$ cat src/rtl/ucdp_clk_div.sv
// Runtime-programmable integer clock divider with glitch-free start/stop and
// period-aligned divisor updates. Define UCDP_CLK_DIV_DUTY50_EN for exact 50% duty on odd ratios.
module ucdp_clk_div #(
  parameter int          WIDTH   = 4,
  parameter int unsigned DIV_RST = 32'd1
) (
  input  logic             clk_i,
  input  logic             rst_i,
  input  logic             en_i,
  input  logic [WIDTH-1:0] div_i,
  input  logic             div_req_i,
  output logic             div_ack_o,
  output logic [WIDTH-1:0] div_o,
  output logic             run_o,
  output logic             tick_o,
  output logic             clk_o
);

  typedef enum logic [1:0] {
    IDLE     = 2'd0,
    RUN      = 2'd1,
    STOPPING = 2'd2
  } state_e;

  // A programmed divisor of 0 behaves like 1.
  function automatic logic [WIDTH-1:0] eff_div(input logic [WIDTH-1:0] div);
    return (div == {WIDTH{1'b0}}) ? {{(WIDTH-1){1'b0}}, 1'b1} : div;
  endfunction

  // High-phase length floor(R/2) with R = d+1, i.e. ceil(d/2).
  function automatic logic [WIDTH:0] half_ratio(input logic [WIDTH-1:0] div);
    logic [WIDTH-1:0] d;
    d = eff_div(div);
    return {2'b00, d[WIDTH-1:1]} + {{WIDTH{1'b0}}, d[0]};
  endfunction

  state_e           state_r, state_s;
  logic [WIDTH-1:0] cnt_r, cnt_s;
  logic [WIDTH-1:0] div_r, div_s;
  logic [WIDTH-1:0] new_r, new_s;
  logic             pend_r, pend_s;
  logic             pos_r, pos_s;
  logic             tick_r, tick_s;
  logic             run_r, run_s;
  logic             ack_r, ack_s;
  logic             last_s;
  logic             apply_s;

  // Next-state, counter and divisor-handshake logic.
  always_comb begin
    state_s = state_r;
    cnt_s   = cnt_r;
    div_s   = div_r;
    new_s   = new_r;
    pend_s  = pend_r;
    tick_s  = 1'b0;
    ack_s   = 1'b0;
    last_s  = (cnt_r == eff_div(div_r));
    apply_s = pend_r && ((state_r == IDLE) || last_s);

    // A request held after its ack is ignored for one cycle so it is not re-captured.
    if (apply_s) begin
      div_s  = new_r;
      ack_s  = 1'b1;
      pend_s = 1'b0;
    end else if (div_req_i && !pend_r && !ack_r) begin
      new_s  = div_i;
      pend_s = 1'b1;
    end else begin
      pend_s = pend_r;
    end

    case (state_r)
      IDLE: begin
        cnt_s = {WIDTH{1'b0}};
        if (en_i) begin
          state_s = RUN;
          tick_s  = 1'b1;
        end else begin
          state_s = IDLE;
        end
      end
      RUN, STOPPING: begin
        if (last_s) begin
          cnt_s = {WIDTH{1'b0}};
          if ((state_r == STOPPING) && !en_i) begin
            state_s = IDLE;
          end else begin
            tick_s  = 1'b1;
            state_s = en_i ? RUN : STOPPING;
          end
        end else begin
          cnt_s   = cnt_r + {{(WIDTH-1){1'b0}}, 1'b1};
          state_s = en_i ? RUN : STOPPING;
        end
      end
      default: begin
        state_s = IDLE;
        cnt_s   = {WIDTH{1'b0}};
      end
    endcase

    run_s = (state_s != IDLE);
    pos_s = run_s && ({1'b0, cnt_s} < half_ratio(div_s));
  end

  // State and output registers.
  always_ff @(posedge clk_i or posedge rst_i) begin
    if (rst_i) begin
      state_r <= IDLE;
      cnt_r   <= {WIDTH{1'b0}};
      div_r   <= WIDTH'(DIV_RST);
      new_r   <= {WIDTH{1'b0}};
      pend_r  <= 1'b0;
      pos_r   <= 1'b0;
      tick_r  <= 1'b0;
      run_r   <= 1'b0;
      ack_r   <= 1'b0;
    end else begin
      state_r <= state_s;
      cnt_r   <= cnt_s;
      div_r   <= div_s;
      new_r   <= new_s;
      pend_r  <= pend_s;
      pos_r   <= pos_s;
      tick_r  <= tick_s;
      run_r   <= run_s;
      ack_r   <= ack_s;
    end
  end

`ifdef UCDP_CLK_DIV_DUTY50_EN
  logic neg_r;
  logic odd_r;

  // Half-cycle delayed copy of the high phase stretches odd ratios to 50% duty.
  always_ff @(negedge clk_i or posedge rst_i) begin
    if (rst_i) begin
      neg_r <= 1'b0;
    end else begin
      neg_r <= pos_r;
    end
  end

  // Odd-ratio select changes together with the divisor, at a point where both phases are low.
  always_ff @(posedge clk_i or posedge rst_i) begin
    if (rst_i) begin
      odd_r <= 1'b0;
    end else begin
      odd_r <= (div_s != {WIDTH{1'b0}}) && (div_s[0] == 1'b0);
    end
  end

  assign clk_o = pos_r | (odd_r & neg_r);
`else
  assign clk_o = pos_r;
`endif

  assign div_ack_o = ack_r;
  assign div_o     = div_r;
  assign run_o     = run_r;
  assign tick_o    = tick_r;

endmodule

$ cat config.mk
export PLATFORM = sky130hd
export DESIGN_NAME = ucdp_clk_div
export DESIGN_NICKNAME = d
export VERILOG_FILES = /design/src/rtl/ucdp_clk_div.sv
export SDC_FILE = /design/constraint.sdc
export NUM_CORES = 1
export LEC_CHECK = 0
export ABC_AREA = 1
export CAP_MARGIN = 0
export CORE_UTILIZATION = 40
export CTS_BUF_LIST = sky130_fd_sc_hd__clkbuf_16
export DETAILED_ROUTE_END_ITERATION = 10
export PLACE_DENSITY_LB_ADDON = 0.3
export SLEW_MARGIN = 40
export SYNTH_ARGS = -nofsm -noshare
export SYNTH_HDL_FRONTEND = slang
export SYNTH_SLANG_ARGS = --single-unit
$ cat constraint.sdc
create_clock -name clk_i -period 2.3 [get_ports clk_i]
set_input_delay 0.46 -clock clk_i [delete_from_list [all_inputs] [get_ports clk_i]]
set_output_delay 0.46 -clock clk_i [all_outputs]
set_load 0.02 [all_outputs]
## Yosys cells after proc, flatten, opt, wreduce, memory -nomap -nowiden

Cells that the tools add are included.
Widths: inputs -> output; s select.

| storage, ports and cells | value |
|---|---|
| output and inout port bits | 8 |
| input bits | 8 |
| register bits | 19 |
| logic and storage cells | 49 |

| cells by class | value |
|---|---|
| $lt $le $gt $ge | 1 |
| $add $sub $neg | 2 |
| reduce and logical (&&, ||, !) cells | 16 |
| bitwise logic cells | 1 |
| equal/unequal tests | 3 |
| multiplexer cells | 17 |

Operator list:

| kind | count |
|---|---|
| $mux 4 | 5 |
| $logic_not 4->1 | 2 |
| $mux 1 | 7 |
| $mux 2 | 3 |
| $logic_and 1x1->1 | 5 |
| $add 3x1->4 | 1 |
| $add 4x1->4 const B | 1 |
| $eq 4x4->1 | 1 |
| $lt 4x4->1 | 1 |
| $pmux 2 s2 | 1 |
| $reduce_bool 2->1 | 2 |
| $logic_not 1->1 | 3 |
| $eq 2x1->1 const B | 1 |
| $eq 2x2->1 const B | 1 |
| $logic_not 2->1 | 1 |
| $pmux 1 s2 | 1 |
| $reduce_and 2->1 | 1 |
| $reduce_or 2->1 | 1 |
| $logic_or 1x1->1 | 1 |
| $not 1->1 | 1 |

## Longest topological paths before layout

Gate-level depths: netlist of the first run.

| depth | value |
|---|---|
| depth in word-level cells | 11 |
| mapped depth | 17 |
| mapped depth without buffers | 17 |

## Worst setup path before layout of the first run

OpenSTA, ideal clock, no wires.

| timing | value |
|---|---|
| kind | reg2reg |
| start point | register div_r[3], in the netlist div_o[3] |
| end point | register pos_r, in the netlist clk_o |
| stages on the path, launching flop included | 18 |
| arrival time | 2.144 ns |
| library setup time | 0.073 ns |
| period minus slack after synthesis | 2.217 ns |
| buffers on the path | 0 |
| slack | 0.083 ns |
| required time | 2.227 ns |
| path through | dfrtp_1 -> inv_1 -> nand2_1 -> nand2_1 -> nand2_1 -> nor2_2 -> nand3_2 -> nand2_4 -> nand2_4 -> nand2_2 -> nand2_2 -> and2_1 -> ha_1 -> xor2_1 -> ha_1 -> nand2_1 -> inv_1 -> a21oi_2 |

| between the ends | value |
|---|---|
| cells in the longest elaborated chain, start to end | 11 |
| elaborated cells between the ends (all ways) | 16 |
| those cells by class | add/sub (1); order compare (1); eq/ne (1); mux (7); reduce/logical (6) |

RTL lines:

| item | RTL line | RTL |
|---|---|---|
| start: declaration | 39 | `logic [WIDTH-1:0] div_r, div_s;` |
| start signal: assignment | 112 | `div_r <= WIDTH'(DIV_RST);` |
| start signal: assignment | 122 | `div_r <= div_s;` |
| $logic_not 4->1 | 27 | `return (div == {WIDTH{1'b0}}) ? {{(WIDTH-1){1'b0}}, 1'b1} : div;` |
| $mux 4 * | 27 |  |
| $eq 4x4->1 * | 58 | `last_s = (cnt_r == eff_div(div_r));` |
| $logic_or 1x1->1 * | 59 | `apply_s = pend_r && ((state_r == IDLE) \|\| last_s);` |
| $logic_and 1x1->1 * | 59 |  |
| $mux 4 * | 62 | `if (apply_s) begin` |
| net div_s[0] | 39 |  |
| $logic_not 4->1 | 27 |  |
| $mux 4 * | 27 |  |
| $add 3x1->4 * | 34 | `return {2'b00, d[WIDTH-1:1]} + {{WIDTH{1'b0}}, d[0]};` |
| $lt 4x4->1 * | 104 | `pos_s = run_s && ({1'b0, cnt_s} < half_ratio(div_s));` |
| $logic_and 1x1->1 * | 104 |  |
| net pos_s | 42 | `logic pos_r, pos_s;` |
| end signal: assignment | 125 | `pos_r <= pos_s;` |
| end: declaration | 42 |  |

Mark *: on every way through the listed nets, which the timed path passes. The rest lies on a longest branch.
A chain may end at the register's enable or synchronous reset.

## Final worst setup path of the first run

Ends and elaborated chain as after synthesis.

==> results_dict.tcl, run 1 <==
set metrics [dict create \
    status "complete, no violations" \
    p_leak_nw 0.717 \
    ys_types 21 \
    diodes 0 \
    dieArea_mm2 0.00278 \
    finalPower_w 0.00209 \
    seq_area_um2 477 \
    io_buffers 15 \
    hold_buffers 0 \
    antenna_found_initial 0 \
    fin_worst_skew_ps 1.59 \
    finalSetupViolCount 0 \
    multi_input_area_um2 497 \
    synthMuxAreaShare_pct 2.19 \
    grt_busiest_layer "met2" \
    powerDensity_mw_per_mm2 1500 \
    wl_per_cell_um 11.5 \
    grtUsageMet1_pct 19.3 \
    syn_area_mm2 0.00103 \
    rsz0062_at_grt "yes" \
    slew_headroom_pct 51.5 \
    areaGrowthSynthToFinish_pct 35.7 \
    layout.nets 163 \
    grt_usage_pct 17.3 \
    fin_area_mm2 0.00140 \
    period_needed_ps 2230 \
    num-fill-cells 217 \
    r2r_slack_ps 70 \
    first_iter_violations 14 \
    clkLatencyLatePin_ps 250 \
    synth_xor_area_share_pct 3.40 \
    synth_edf_count 0 \
    drt.antenna.violating_nets 0 \
    synth_nets 135 \
    grt_pass1_wl_mm 3.38 \
    cts_buffer_depth 2 \
    synth_top_family_by_area "simple AND/OR/NAND/NOR gates" \
    met3_usage_pct 4.35 \
    fmax_mhz 448 \
    crit_required_ps 2480 \
    drt_pre_antenna_iters 4 \
    cp_data_arrival_time_ps 2410 \
    peakVddDrop_mv 1.14 \
    synth_largest_area_cell "dfrtp_1" \
    place_ws_ps 78.4 \
    finalHoldViolCount 0 \
    initial_utilization_pct 41.9 \
    drive_gt1_share_pct 22.6 \
    cts_tree "built" \
    die_w_um 52.7 \
    synth_fa_ha_area_share_pct 9.72 \
    max-cap-violations 0 \
    fin_ws_ps 70.3 \
    routed_via_density 4.86 \
    synth_compound_area_share_pct 6.20 \
    synth_cells 119 \
    clk_pin_slew_worst_paths_ps 50 \
    synth-async-reset-ratio_pct 100 \
    core_area_mm2 0.00245 \
    r2r_cells 17 \
    grt.overflow.total 0 \
    drc 0 \
    r2r-end "clk_o" \
    grt_pass1_vias 836 \
    synth_ff_type "dfrtp_1" \
    htreeDepth 1 \
    startpoint "div_o[3]" \
    crit_path_max_fanout 6 \
    cts_buffers 3 \
    crit_path_end_kind "register" \
    detailed_place_hpwl_mm 1.48 \
    num_vias 855 \
    wl_mm 2.02 \
    worst_slew_pin_slew_ps 727 \
    endpoint "clk_o" \
    cts_root_buffer "clkbuf_16" \
    criticalPathCategory "reg2reg" \
    placementRows 18 \
    r2r_start "div_o[3]" \
    min_path_type "reg2reg" \
    drv_slew 0 \
    yosysWarnings 0 \
    synth_seq_area_share_pct 46.3 \
    syn-mean-instance-area_um2 8.65 \
    min-delay-start "new_r[1]" \
    synthTopCellsByArea "dfrtp_1 44%, ha_1 9.7%, inv_1 9.5%" \
    cts_sinks 19 \
    yosys.area.top_type_share_pct 43.7 \
    ys_ff_latch 19 \
    met2_usage_pct 28.9 \
    worstSetupStartpointType "register" \
    finalCritPeriodShare_pct 96.9 \
    pin_count 16 \
    fp.dieH_um 52.7 \
    globalplace.congestion 0.881 \
    grt_max_degree 20 \
    postLayoutCoreUtil_pct 56.9 \
    synth_simple_gate_area_share_pct 22.7 \
    placed_cell_area_mm2 0.00124 \
]
==> through the flow <==
step	TNS (ps)	hold WS [ps]	std cells
2_1_floorplan	0	410	119
3_3_place_gp	0	496	167
3_5_place_dp	0	509	167
4_1_cts	0	521	171
5_1_grt	-106	542	176
6_report	0	520	176
==> cell usage after synthesis (all sizes together), types with 2 or more instances <==
library cell  number
dfrtp             18
nor2              10
o21ai              3
nand2             30
nand3              8
xor2               3
ha                 8
inv               26
mux2               2
a21oi              5
==> cell families after synthesis <==
group                      Yosys count
xor gates and xnor gates             4
and+or+nand+nor                     50
adders and majority gates            8
DFF                                 19
AOI/OAI and AO/OA                   10
buffers and inverters               26
muxes                                2
==> metal layers <==
layer | part of all wire (%) | vias up | routed length [um]
met5 | 0 | - | 0
met4 | 3.6 | 0 | 72
met3 | 5.7 | 9 | 115
met2 | 48 | 26 | 962
met1 | 43 | 401 | 871
li1 | - | 419 | -
==> state kept, by name, summed over array words and instances (netlist names) <==
signal / cells
clk_o: 1
cnt_r: 4
new_r: 4
div_ack_o: 1
div_o: 4
run_o: 1
state_r: 2
tick_o: 1
pend_r: 1
==> final cells by class <==
type	count	area share, %
clock buffers	3	5.37
clock inverters	1	0.269
repair buffers	23	15.0
flip-flops and latches	19	34.1
well taps	30	2.69
multi-input cells	74	35.5
inverters	26	6.98
==> critical path, stage by stage (launching register included) <==
cell,delay [ps]
dfrtp_1,400
inv_2,80
nand2_1,50
nand2_1,60
nand2_1,60
nor2_2,120
nand3_2,100
nand2_4,120
nand2_4,70
nand2_2,70
nand2_2,50
and2_4,160
ha_4,150
xor2_1,160
ha_2,190
a21oi_2,140
nand2_1,70
a21oi_2,110
==> placed cells by master, fill, tap and decap left out, types with 5 or more instances in the layout <==
master and n:
buf_4 8, clkdlybuf4s50_1 15, dfrtp_1 18, ha_1 5
inv_1 25, nand2_1 22, nand2_2 6, nand3_1 7
nor2_1 9
==> worst min-delay path by stage <==
stage	end	slack, ps	cells after the start
after floorplan	clk_o	410	1
after global placement	new_r[0]	500	1
after detailed placement	new_r[1]	510	1
after CTS	new_r[1]	520	1
after global routing	new_r[0]	540	1
final	new_r[1]	520	1
==> where the power goes <==
| part | leakage, nW | internal [W] | switching, W | total, W |
|---|---|---|---|---|
| Sequential | 0.231 | 0.000484 | 0.000108 | 0.000592 |
| Clock | 0.0423 | 0.000231 | 0.000120 | 0.000351 |
| Combinational | 0.444 | 0.000510 | 0.000639 | 0.00115 |
| Total | 0.717 | 0.00122 | 0.000867 | 0.00209 |
==> timing repair <==
item	in CTS	in global routing
gates resized for setup	0	11
buffers inserted	0	5
endpoints found under the hold margin	0	0
endpoints found under the setup margin	0	1
No activity file was read; power rests on OpenSTA's default activity.
==> run 2, diff against run 1 <==
- CAP_MARGIN: 0 -> not set
- GPL_TIMING_DRIVEN: not set -> 0
==> run 2 against run 1 <==
- via count down 1.6%
- power increased by 4.6%
- largest cell class unchanged
- sequential power rose by 2%
- global-route usage decreased by 0.35 points
- wire length rose by 4.3%
- setup slack got worse by 58 ps
==> results_dict.tcl, run 2 (synthesis results as in run 1) <==
set metrics [dict create \
    status "complete, no violations" \
    max-cap-violations 0 \
    fin_worst_skew_ps 1.65 \
    drt_pre_antenna_iters 4 \
    routed_via_density 4.67 \
    worst_slew_pin_slew_ps 716 \
    finalSetupViolCount 0 \
    cp_data_arrival_time_ps 2460 \
    diodes 0 \
    endpoint "clk_o" \
    globalplace.congestion 0.817 \
    placementRows 18 \
    wl_mm 2.11 \
    r2r-end "clk_o" \
    first_iter_violations 13 \
    seq_power_share_pct 27.5 \
    detailed_place_hpwl_mm 1.42 \
    criticalPathCategory "reg2reg" \
    postLayoutCoreUtil_pct 59.4 \
    cts_root_buffer "clkbuf_16" \
    drc 0 \
    drv_slew 0 \
    grt_pass1_wl_mm 3.40 \
    antenna_found_initial 0 \
    p_leak_nw 0.745 \
    swShare_pct 41.6 \
    r2r_slack_ps 10 \
    period_needed_ps 2290 \
    mostFrequentLayoutCells "24 x inv_1, 24 x nand2_1, 18 x dfrtp_1" \
    peakVddDrop_mv 1.00 \
    internal_power_w 0.00128 \
    clkLatencyLatePin_ps 250 \
    htreeDepth 1 \
    fin_ws_ps 12.6 \
    finalPower_w 0.00219 \
    drive_gt1_share_pct 24.7 \
    clk_pin_slew_worst_paths_ps 50 \
    cts_buffers 3 \
    startpoint "div_o[3]" \
    r2r_start "div_o[3]" \
    grt_usage_pct 17.0 \
    crit_path_max_fanout 6 \
    cts_tree "built" \
    p_clk_share_pct 15.9 \
    grt_max_degree 20 \
    wl_per_cell_um 11.7 \
    grt_pass1_vias 823 \
    initial_utilization_pct 41.9 \
    io_buffers 15 \
    cts_buffer_depth 2 \
    slew_headroom_pct 52.2 \
    drt.antenna.violating_nets 0 \
    p_sw_w 0.000910 \
    hold_buffers 0 \
    fmax_mhz 437 \
    dieArea_mm2 0.00278 \
    crit_required_ps 2480 \
    cts_sinks 19 \
    fin_area_mm2 0.00146 \
    areaGrowthSynthToFinish_pct 41.7 \
    crit_path_end_kind "register" \
    powerDensity_mw_per_mm2 1500 \
    pwr-share-comb_pct 56.5 \
    grt.overflow.total 0 \
    placed_cell_area_mm2 0.00122 \
    core_area_mm2 0.00245 \
    die_w_um 52.7 \
    finalCritPeriodShare_pct 99.5 \
    finalSetupTns_ps 0 \
    layout.nets 167 \
    finalHoldViolCount 0 \
    rsz0062_at_grt "yes" \
    place_ws_ps -12.3 \
    worstSetupStartpointType "register" \
    min-delay-start "new_r[0]" \
    min_path_type "reg2reg" \
    pin_count 16 \
    fp.dieH_um 52.7 \
    num_vias 841 \
    r2r_cells 17 \
]
-- run 2: cell count changes in the layout (fill, tap and decap cells not counted) --
cell	previous run	this run
nand2_4	2	6
nand3_1	7	6
nand2_2	6	0
inv_2	2	3
buf_6	0	1
nand2_1	22	24
buf_4	8	11
nand3_4	0	1
inv_1	25	24
-- run 2: metrics by stage --
stage / std cells / hold slack (ps)
floorplan: 119 / 410
global placement: 164 / 491
detailed placement: 164 / 502
CTS: 172 / 514
global route: 180 / 539
finish: 180 / 511
-- run 2: worst min-delay path by stage --
stage | cells after the start | slack [ps] | end
4_1_cts | 1 | 510 | new_r[1]
5_1_grt | 1 | 540 | new_r[0]
6_report | 1 | 510 | new_r[0]
3_3_place_gp | 1 | 490 | new_r[0]
2_1_floorplan | 1 | 410 | clk_o
3_5_place_dp | 1 | 500 | new_r[1]
-- run 2: layout make-up --
class | count | area (um^2)
Inverter | 26 | 97.6
Sequential cell | 19 | 477
Fill cell | 209 | 996
Clock buffer | 3 | 75.1
Multi-Input combinational cell | 74 | 524
Timing Repair Buffer | 27 | 244
Tap cell | 30 | 37.5
Clock inverter | 1 | 3.75
-- run 2: metal layers --
layer | vias to the layer above | track usage [%] | routed length (um)
met5 | - | 0 | 0
met4 | 0 | 7.89 | 37
met3 | 4 | 3.19 | 78
met2 | 20 | 29.5 | 1110
met1 | 384 | 19.9 | 882
li1 | 433 | - | -
-- run 2: timing repair --
item	4_1_cts	5_1_grt
buffers inserted	4	8
endpoints found under the setup margin	1	1
pin swaps	1	14
gates resized for setup	3	14
-- run 2: power groups by stage --
stage	sequential, W	clock [W]	combinational, W
6_report	0.000602	0.000348	0.00124
4_1_cts	0.000585	0.000354	0.00102
3_5_place_dp	0.000591	0	0.000955
5_1_grt	0.000618	0.000373	0.00139
2_1_floorplan	0.000653	0	0.000604
3_3_place_gp	0.000581	0	0.000929
-- run 2: critical path, stage by stage, from the launching register on --
cell and delay, ps:
dfrtp_1 400, inv_2 80, nand2_1 50, nand2_1 60, nand2_1 60, nor2_2 110, nand3_2 110, nand2_4 120
nand2_4 90, nand2_4 100, nand2_4 60, and2_4 170, ha_4 150, xor2_1 170, ha_2 290, nand2_1 50
inv_1 50, a21oi_2 110
==> run 3, diff against run 2 <==
- PLACE_DENSITY: not set -> 0.7
- PLACE_DENSITY_LB_ADDON: 0.3 -> not set
==> run 3 against run 2 <==
- setup slack gained 60 ps
- sequential cell count is the same
- critical path type unchanged
- wire length grew 2.5%
- power increased by 0.96%
- first-iteration DRC count grew 46%
==> results_dict.tcl, run 3 (synthesis results as in run 1) <==
set metrics [dict create \
    status "complete, no violations" \
    mostFrequentLayoutCells "23 x inv_1, 22 x nand2_1, 18 x dfrtp_1" \
    rsz0062_at_grt "yes" \
    finalCritPeriodShare_pct 96.8 \
    clk_pin_slew_worst_paths_ps 50 \
    globalplace.congestion 0.751 \
    p_leak_nw 0.740 \
    fmax_mhz 449 \
    crit_required_ps 2440 \
    crit_path_end_kind "register" \
    r2r_start "div_o[0]" \
    layout.nets 166 \
    grt_max_degree 20 \
    period_needed_ps 2230 \
    seq_power_share_pct 27.0 \
    wl_per_cell_um 12.1 \
    core_area_mm2 0.00245 \
    initial_utilization_pct 41.9 \
    pin_count 16 \
    r2r_cells 15 \
    grt_pass1_vias 826 \
    cts_sinks 19 \
    first_iter_violations 19 \
    pwr-share-comb_pct 57.0 \
    worst_slew_pin_slew_ps 725 \
    drv_slew 0 \
    wl_mm 2.16 \
    grt.overflow.total 0 \
    io_buffers 15 \
    antenna_found_initial 0 \
    place_ws_ps -32.5 \
    min_path_type "reg2reg" \
    htreeDepth 1 \
    die_w_um 52.7 \
    diodes 0 \
    drt.antenna.violating_nets 0 \
    fin_worst_skew_ps 0.977 \
    worstSetupStartpointType "register" \
    detailed_place_hpwl_mm 1.40 \
    clkLatencyLatePin_ps 250 \
    grt_usage_pct 17.2 \
    cp_data_arrival_time_ps 2370 \
    dieArea_mm2 0.00278 \
    slew_headroom_pct 51.6 \
    drt_pre_antenna_iters 4 \
    routed_via_density 4.73 \
    cts_root_buffer "clkbuf_16" \
    crit_path_max_fanout 5 \
    r2r-end "clk_o" \
    p_sw_w 0.000933 \
    swShare_pct 42.3 \
    drc 0 \
    mostFrequentLayoutCell "inv_1" \
    criticalPathCategory "reg2reg" \
    internal_power_w 0.00127 \
    drive_gt1_share_pct 28.2 \
    grt_pass1_wl_mm 3.35 \
    fp.dieH_um 52.7 \
    num_vias 847 \
    powerDensity_mw_per_mm2 1500 \
    finalPower_w 0.00221 \
    r2r_slack_ps 70 \
    p_clk_share_pct 16.0 \
    min-delay-start "new_r[3]" \
    hold_buffers 0 \
    areaGrowthSynthToFinish_pct 42.8 \
    fin_ws_ps 72.7 \
    whs_endpoint "new_r[3]" \
    cts_buffers 3 \
    placementRows 18 \
    cts_buffer_depth 2 \
    finalSetupViolCount 0 \
    peakVddDrop_mv 0.873 \
    cts_tree "built" \
    max-cap-violations 0 \
    min_delay_path_depth 2 \
    finalHoldViolCount 0 \
]
run 3: worst max-delay path, cell delays in order, from the launching register on:
cell	delay, ps
dfstp_2	570
inv_1	80
nand2_1	60
nand2_1	60
nand3_2	100
nand2_4	80
buf_4	140
nand3_2	70
nand2_4	60
and2_4	150
ha_4	150
xor2_2	130
ha_2	310
nand2_1	40
inv_1	60
a21oi_2	50
run 3: layout make-up:
type | count | area (um^2)
Fill cell | 209 | 985
Multi-Input combinational cell | 74 | 547
Sequential cell | 19 | 477
Timing Repair Buffer | 26 | 233
Inverter | 26 | 97.6
Clock buffer | 3 | 75.1
Tap cell | 30 | 37.5
Clock inverter | 1 | 3.75
run 3: metal layers:
metal / global-route usage, % / part of all wire (%) / vias up
met2: 30.4 / 53 / 16
met5: 0 / 0 / -
met3: 3.19 / 2.8 / 6
met1: 18.3 / 41 / 397
li1: - / - / 428
met4: 11.4 / 3.0 / 0
run 3: per-stage QoR:
stage,cell area (um^2),std cells,hold slack [ps],util (%),setup TNS (ps)
detailed placement,1220,164,500,49.6,-32.5
floorplan,1030,119,410,-,0
global placement,1220,164,496,49.6,0
finish,1470,179,509,59.9,0
CTS,1360,175,512,55.5,0
global route,1470,179,530,59.9,-64.4
run 3: worst max-delay path by stage:
stage,slack [ps],endpoint,startpoint
2_1_floorplan,80,clk_o,div_o[3]
3_3_place_gp,10,clk_o,div_o[3]
3_5_place_dp,-30,clk_o,div_o[3]
4_1_cts,2,clk_o,div_o[2]
5_1_grt,-60,clk_o,div_o[2]
6_report,70,clk_o,div_o[0]
run 3: repair_timing:
action	CTS	global route
resized for setup	6	15
endpoints found under the hold margin	0	0
pin swaps	3	19
setup endpoints to repair	1	1
buffers inserted	7	4
run 3: power groups by stage:
stage | clock network (W) | registers, W | logic, W
floorplan | 0 | 0.000653 | 0.000604
global placement | 0 | 0.000584 | 0.000919
detailed placement | 0 | 0.000592 | 0.000952
CTS | 0.000359 | 0.000586 | 0.00106
global route | 0.000373 | 0.000613 | 0.00140
finish | 0.000352 | 0.000597 | 0.00126
